$ cat config.mk
export PLATFORM = sky130hd
export DESIGN_NAME = mxint8_block_quantizer
export DESIGN_NICKNAME = d
export VERILOG_FILES = /design/src/rtl/mxint8_block_quantizer_pkg.sv /design/src/rtl/mxint8_elem_quant.sv /design/src/rtl/mxint8_block_quantizer.sv
export SDC_FILE = /design/constraint.sdc
export NUM_CORES = 1
export LEC_CHECK = 0
export CAP_MARGIN = 20
export CORE_UTILIZATION = 50
export DETAILED_ROUTE_END_ITERATION = 12
export PLACE_DENSITY = 0.68
export RECOVER_POWER = 50
export SYNTH_ARGS = -nofsm -noshare
export SYNTH_HDL_FRONTEND = slang
export SYNTH_SLANG_ARGS = --single-unit
$ cat constraint.sdc
create_clock -name i_clk -period 12.13 [get_ports i_clk]
set_clock_uncertainty 0.2 [all_clocks]
set_input_delay 2.426 -clock i_clk [delete_from_list [all_inputs] [get_ports i_clk]]
set_output_delay 2.426 -clock i_clk [all_outputs]
set_load 0.01 [all_outputs]
$ cat src/rtl/mxint8_block_quantizer_pkg.sv
// Shared constants and types for the FP32-to-MXINT8 block quantizer.
package mxint8_block_quantizer_pkg;

    localparam int unsigned FP32_SIGN_BIT = 31;
    localparam int unsigned FP32_EXP_MSB  = 30;
    localparam int unsigned FP32_EXP_LSB  = 23;
    localparam int unsigned FP32_MAN_MSB  = 22;
    localparam logic [7:0]  FP32_BIAS     = 8'd127;

    localparam logic [7:0]  SCALE_NAN     = 8'hFF;
    localparam logic [7:0]  INT8_SAT      = 8'd127;

    typedef enum logic [1:0] {FILL, CONV, HOLD} state_t;

endpackage

$ cat src/rtl/mxint8_elem_quant.sv
// Combinational float32 to INT8 (1.6 fixed point) converter against a shared exponent.
module mxint8_elem_quant
    import mxint8_block_quantizer_pkg::*;
(
    input  logic [31:0] float32,
    input  logic [7:0]  max_exp,
    output logic [7:0]  elem
);

    logic        sign;
    logic [7:0]  exp_field;
    logic [23:0] sig;
    logic [7:0]  d;
    logic [8:0]  shamt;
    logic [7:0]  pre;
    logic [7:0]  rounded;
    logic [6:0]  mag;

    always_comb begin
        sign      = float32[FP32_SIGN_BIT];
        exp_field = float32[FP32_EXP_MSB:FP32_EXP_LSB];
        sig       = {1'b1, float32[FP32_MAN_MSB:0]};
        d         = max_exp - exp_field;
        // Shift one bit less than the final alignment so the round bit lands in pre[0].
        shamt     = 9'd16 + {1'b0, d};
        pre       = 8'(sig >> shamt);
        rounded   = 8'((9'({1'b0, pre}) + 9'd1) >> 1);
        if (exp_field == 8'd0 || d >= 8'd24) begin
            rounded = 8'd0;
        end
        mag  = (rounded > INT8_SAT) ? INT8_SAT[6:0] : rounded[6:0];
        elem = sign ? (8'd0 - {1'b0, mag}) : {1'b0, mag};
    end

endmodule

$ cat src/rtl/mxint8_block_quantizer.sv
// Streaming FP32-to-MXINT8 encoder: buffers a block, derives the E8M0 scale,
// then quantizes one element per cycle and presents the block as one beat.
module mxint8_block_quantizer
    import mxint8_block_quantizer_pkg::*;
#(
    parameter int unsigned BLOCK_SIZE           = 32,
    parameter int unsigned SCALE_WIDTH          = 8,
    parameter int unsigned MXINT8_ELEMENT_WIDTH = 8
) (
    input  logic                            i_clk,
    input  logic                            i_rst,
    input  logic                            i_valid,
    output logic                            o_ready,
    input  logic [31:0]                     i_float32,
    output logic                            o_valid,
    input  logic                            i_ready,
    output logic [SCALE_WIDTH-1:0]          o_scale,
    output logic [MXINT8_ELEMENT_WIDTH-1:0] o_mxint8_elements [BLOCK_SIZE],
    output logic                            o_nan
);

    localparam int unsigned     CNT_W    = $clog2(BLOCK_SIZE);
    localparam logic [CNT_W-1:0] CNT_LAST = CNT_W'(BLOCK_SIZE - 1);

    state_t                          state;
    logic [CNT_W-1:0]                cnt;
    logic [31:0]                     fbuf [BLOCK_SIZE];
    logic [7:0]                      max_exp;
    logic                            nan_flag;
    logic [MXINT8_ELEMENT_WIDTH-1:0] q_elem;
    logic [7:0]                      in_exp;
    logic                            in_fire;

    assign in_exp  = i_float32[FP32_EXP_MSB:FP32_EXP_LSB];
    assign in_fire = i_valid && o_ready;

    mxint8_elem_quant u_elem_quant (
        .float32 (fbuf[cnt]),
        .max_exp (max_exp),
        .elem    (q_elem)
    );

    always_ff @(posedge i_clk) begin
        if (i_rst) begin
            state    <= FILL;
            cnt      <= '0;
            max_exp  <= 8'd0;
            nan_flag <= 1'b0;
            o_ready  <= 1'b0;
            o_valid  <= 1'b0;
            o_scale  <= '0;
            o_nan    <= 1'b0;
            for (int i = 0; i < BLOCK_SIZE; i++) begin
                o_mxint8_elements[i] <= '0;
            end
        end else begin
            case (state)
                FILL: begin
                    o_ready <= 1'b1;
                    if (in_fire) begin
                        fbuf[cnt] <= i_float32;
                        cnt       <= cnt + 1'b1;
                        // Zeros and subnormals never set the shared exponent.
                        if (in_exp != 8'd0 && in_exp > max_exp) begin
                            max_exp <= in_exp;
                        end
                        if (in_exp == 8'hFF) begin
                            nan_flag <= 1'b1;
                        end
                        if (cnt == CNT_LAST) begin
                            cnt     <= '0;
                            o_ready <= 1'b0;
                            state   <= CONV;
                        end
                    end
                end
                CONV: begin
                    o_mxint8_elements[cnt] <= nan_flag ? '0 : q_elem;
                    cnt <= cnt + 1'b1;
                    if (cnt == CNT_LAST) begin
                        cnt     <= '0;
                        o_scale <= nan_flag ? SCALE_NAN : max_exp;
                        o_nan   <= nan_flag;
                        o_valid <= 1'b1;
                        state   <= HOLD;
                    end
                end
                HOLD: begin
                    if (i_ready) begin
                        o_valid  <= 1'b0;
                        o_ready  <= 1'b1;
                        max_exp  <= 8'd0;
                        nan_flag <= 1'b0;
                        cnt      <= '0;
                        state    <= FILL;
                    end
                end
                default: state <= FILL;
            endcase
        end
    end

endmodule

==> metrics.txt <==
status=finished, violations left; failing checks=max-capacitance violations, max-slew violations; Post-synth top flop=edfxtp_1; critical-path cell list=clkbuf_1, clkbuf_1, nand3b_1, o31ai_1; RSZ-0062 raised after global routing=false; CTS Sinks=800; CP endpoint kind=register; Critical Path Most Common Cell=clkbuf_1; Hold Path Sink=o_mxint8_elements[225]; share of power burned in registers=0.507; Mapped Avg Cell Area=around 13 sq um; row count=93; clock insertion delay at the later pin of the skew report=approximately 630 ps; Crit path largest cell delay=3470 ps; Pleak=12.9 nW; pre-CTS WS=3700 ps; initial antenna violation count=1; TNS Setup=0 ps; Pwr Density=between 100 and 150 mW/mm^2; most crowded layer after global routing=met2; CTS tree=yes; post-CTS setup buffer count=0; violation count after the first detailed-routing iteration=between 2000 and 2500; PnR worst setup slack=between 3000 and 4000 ps; cells after synthesis=2491; layout cells sized above 1=0.116; Max Cap Viol=7; Internal=4.52 mW; worst min path class=reg2reg; CP Data Required Time=around 12000 ps; synth unique cells=95; Die X=between 200 and 300 um; met3 Use GR=0.0566; vias in the first global route=~22000; Pins Over Slew Limit=about 370; grt met1 use=0.383; Final Net Count=roughly 2800; final worst path period need=8800 ps; Synth top cells by count=edfxtp_1, dfxtp_1, nand2_1, nand3b_1, nor2_1; chip height=around 260 um; Final setup violation count=0; CP Max Fanout=126; hold path start=o_mxint8_elements[225]; Worst R2R Path Depth=20; Core ar.=roughly 0.065 sq mm; CTS H-Tree Depth=3; # IOs=roughly 300; Avg WL per Cell=26.3 um; CTS Hold Bufs=0; Max clock buf depth=3; hpwl dp=about 60 mm; EDFF count, synth=roughly 510; reg2reg setup slack=3520 ps; Slowest-stage cell, CP=clkbuf_1; Final Core Density=0.606; global-route wire length before repair=about 140 mm; via count=approximately 22000; slew margin rel.=-2.35; dominant cells by area after synthesis=edfxtp_1, dfxtp_1, mux2i_1; cell area after synthesis=approximately 0.033 sq mm; ANT cells=0; Starting Density=0.507; TritonCTS Buffers=roughly 80; endpoints failing hold=0; sequential element share of the synthesized area=0.646; Psw=around 1.2 mW; grt ovf=0; vias per inst=~6.1; sw frac=0.210; # DRC=0; TritonRoute pass-1 iters=5; flops & latches, synth=800; Yosys top cell by area=edfxtp_1; CP startpoint kind=input pin; Clock Power Share=0.451; largest net degree at the start of global routing=127; Mapped Nets=approximately 2600; Worst R2R End=o_mxint8_elements[141]; fin crit share=0.725; CTS clk-pin slew, worst paths=roughly 60 ps; post-CTS sizing=0; WHS Path Cells=2; Worst Path Arrival=approximately 9000 ps; fmax=0.114 GHz; Total GRT Usage=0.289; Detail Route Antenna Nets=0; routability cong.=roughly 0.88; Async SR Flop Fraction=0; Max VDD drop=88.7 uV; Yosys top cell area share=0.470; GR Layer Usage met2=0.472; final wirelength=~97 mm; PortBufs=around 290; worst slew pin tran=5030 ps; root buffer cell=clkbuf_16; die area=~0.066 sq mm; Area Overhead vs Synth=19.7%; Synthesis Warnings=0; Crit Path Class=in2reg; Gate power share=0.042; most common cell in the synthesized netlist=edfxtp_1
worst max-delay path, delay by kind of cell:
kind,cells,cell delay (ps)
AND/OR/NAND/NOR,1,300
buffers and inverters,2,6170
AO/OA/AOI/OAI,1,90
area by class of cell:
type	count	area (sq um)
clock inverters	42	458
repair buffers	336	3190
fillers	4949	25400
multi-input cells	1515	10900
clock buffers	106	2300
flip-flops and latches	800	21100
inverters	22	82.6
well taps	855	1070
metrics by stage:
stage	cell area, sq um	power, mW	std cells	hold WS (ps)
floorplan	32700	3.12	2491	263
global placement	36400	3.19	3527	244
detailed placement	36400	3.20	3527	247
CTS	39200	5.75	3675	254
global route	39100	5.86	3676	274
finish	39100	5.72	3676	254
cell usage in the layout, fill, tap and decap left out, types with 27 or more instances in the layout:
master,synthesis,final
edfxtp_1,512,512
dfxtp_1,288,285
dlygate4sd3_1,0,271
nand2_1,243,242
nand3b_1,163,163
mux2i_1,147,147
nor2_1,149,116
a21oi_1,101,100
clkbuf_16,0,87
nand3_1,80,80
a22oi_1,77,77
o21ai_1,63,63
o21ai_0,58,58
mux4_2,51,51
nand4_1,48,48
buf_4,16,40
or3_1,36,36
o31ai_1,33,33
a211oi_2,30,30
nor3_1,28,27
cells by family after synthesis:
family | Yosys count | share of synthesized area
buffers and inverters | 176 | 0.0277
multiplexers | 219 | 0.0892
flip-flops | 800 | 0.646
AND/OR/NAND/NOR | 828 | 0.132
XOR/XNOR | 9 | 0.00264
AO/OA/AOI/OAI | 435 | 0.0924
adder cells (fa/ha/maj) | 24 | 0.00941
worst max-delay path by stage:
stage	from	endpoint	slack [ps]	cells past startpoint
after floorplan	register	o_mxint8_elements[102]	6070	28
after global placement	register	o_mxint8_elements[38]	3830	23
after detailed placement	register	o_mxint8_elements[70]	3700	25
after CTS	register	o_mxint8_elements[70]	3620	23
after global routing	i_rst	o_mxint8_elements[178]	2850	4
final	i_rst	o_mxint8_elements[223]	3330	4
flip-flops by register name (all words and copies together), names as in the netlist, named ones only:
signal and flops:
state 2, o_scale 8, cnt 5, nan_flag 1, fbuf 512, o_ready 1, o_nan 1, o_valid 1
o_mxint8_elements 256, max_exp 8
layer usage:
| metal | wire length (um) | part of all wire |
|---|---|---|
| met4 | 3620 | 0.037 |
| met3 | 7010 | 0.072 |
| met1 | 39600 | 0.41 |
| met5 | 0 | 0 |
| met2 | 46700 | 0.48 |
power by group through the flow:
stage | sequential [mW] | clock [mW] | combinational [mW]
after global routing | 2.90 | 2.70 | 0.258
after global placement | 2.96 | 0 | 0.235
final | 2.90 | 2.58 | 0.241
after floorplan | 2.96 | 0 | 0.158
after detailed placement | 2.96 | 0 | 0.239
after CTS | 2.90 | 2.60 | 0.240
Note: power is estimated with default switching activity, not from simulation.
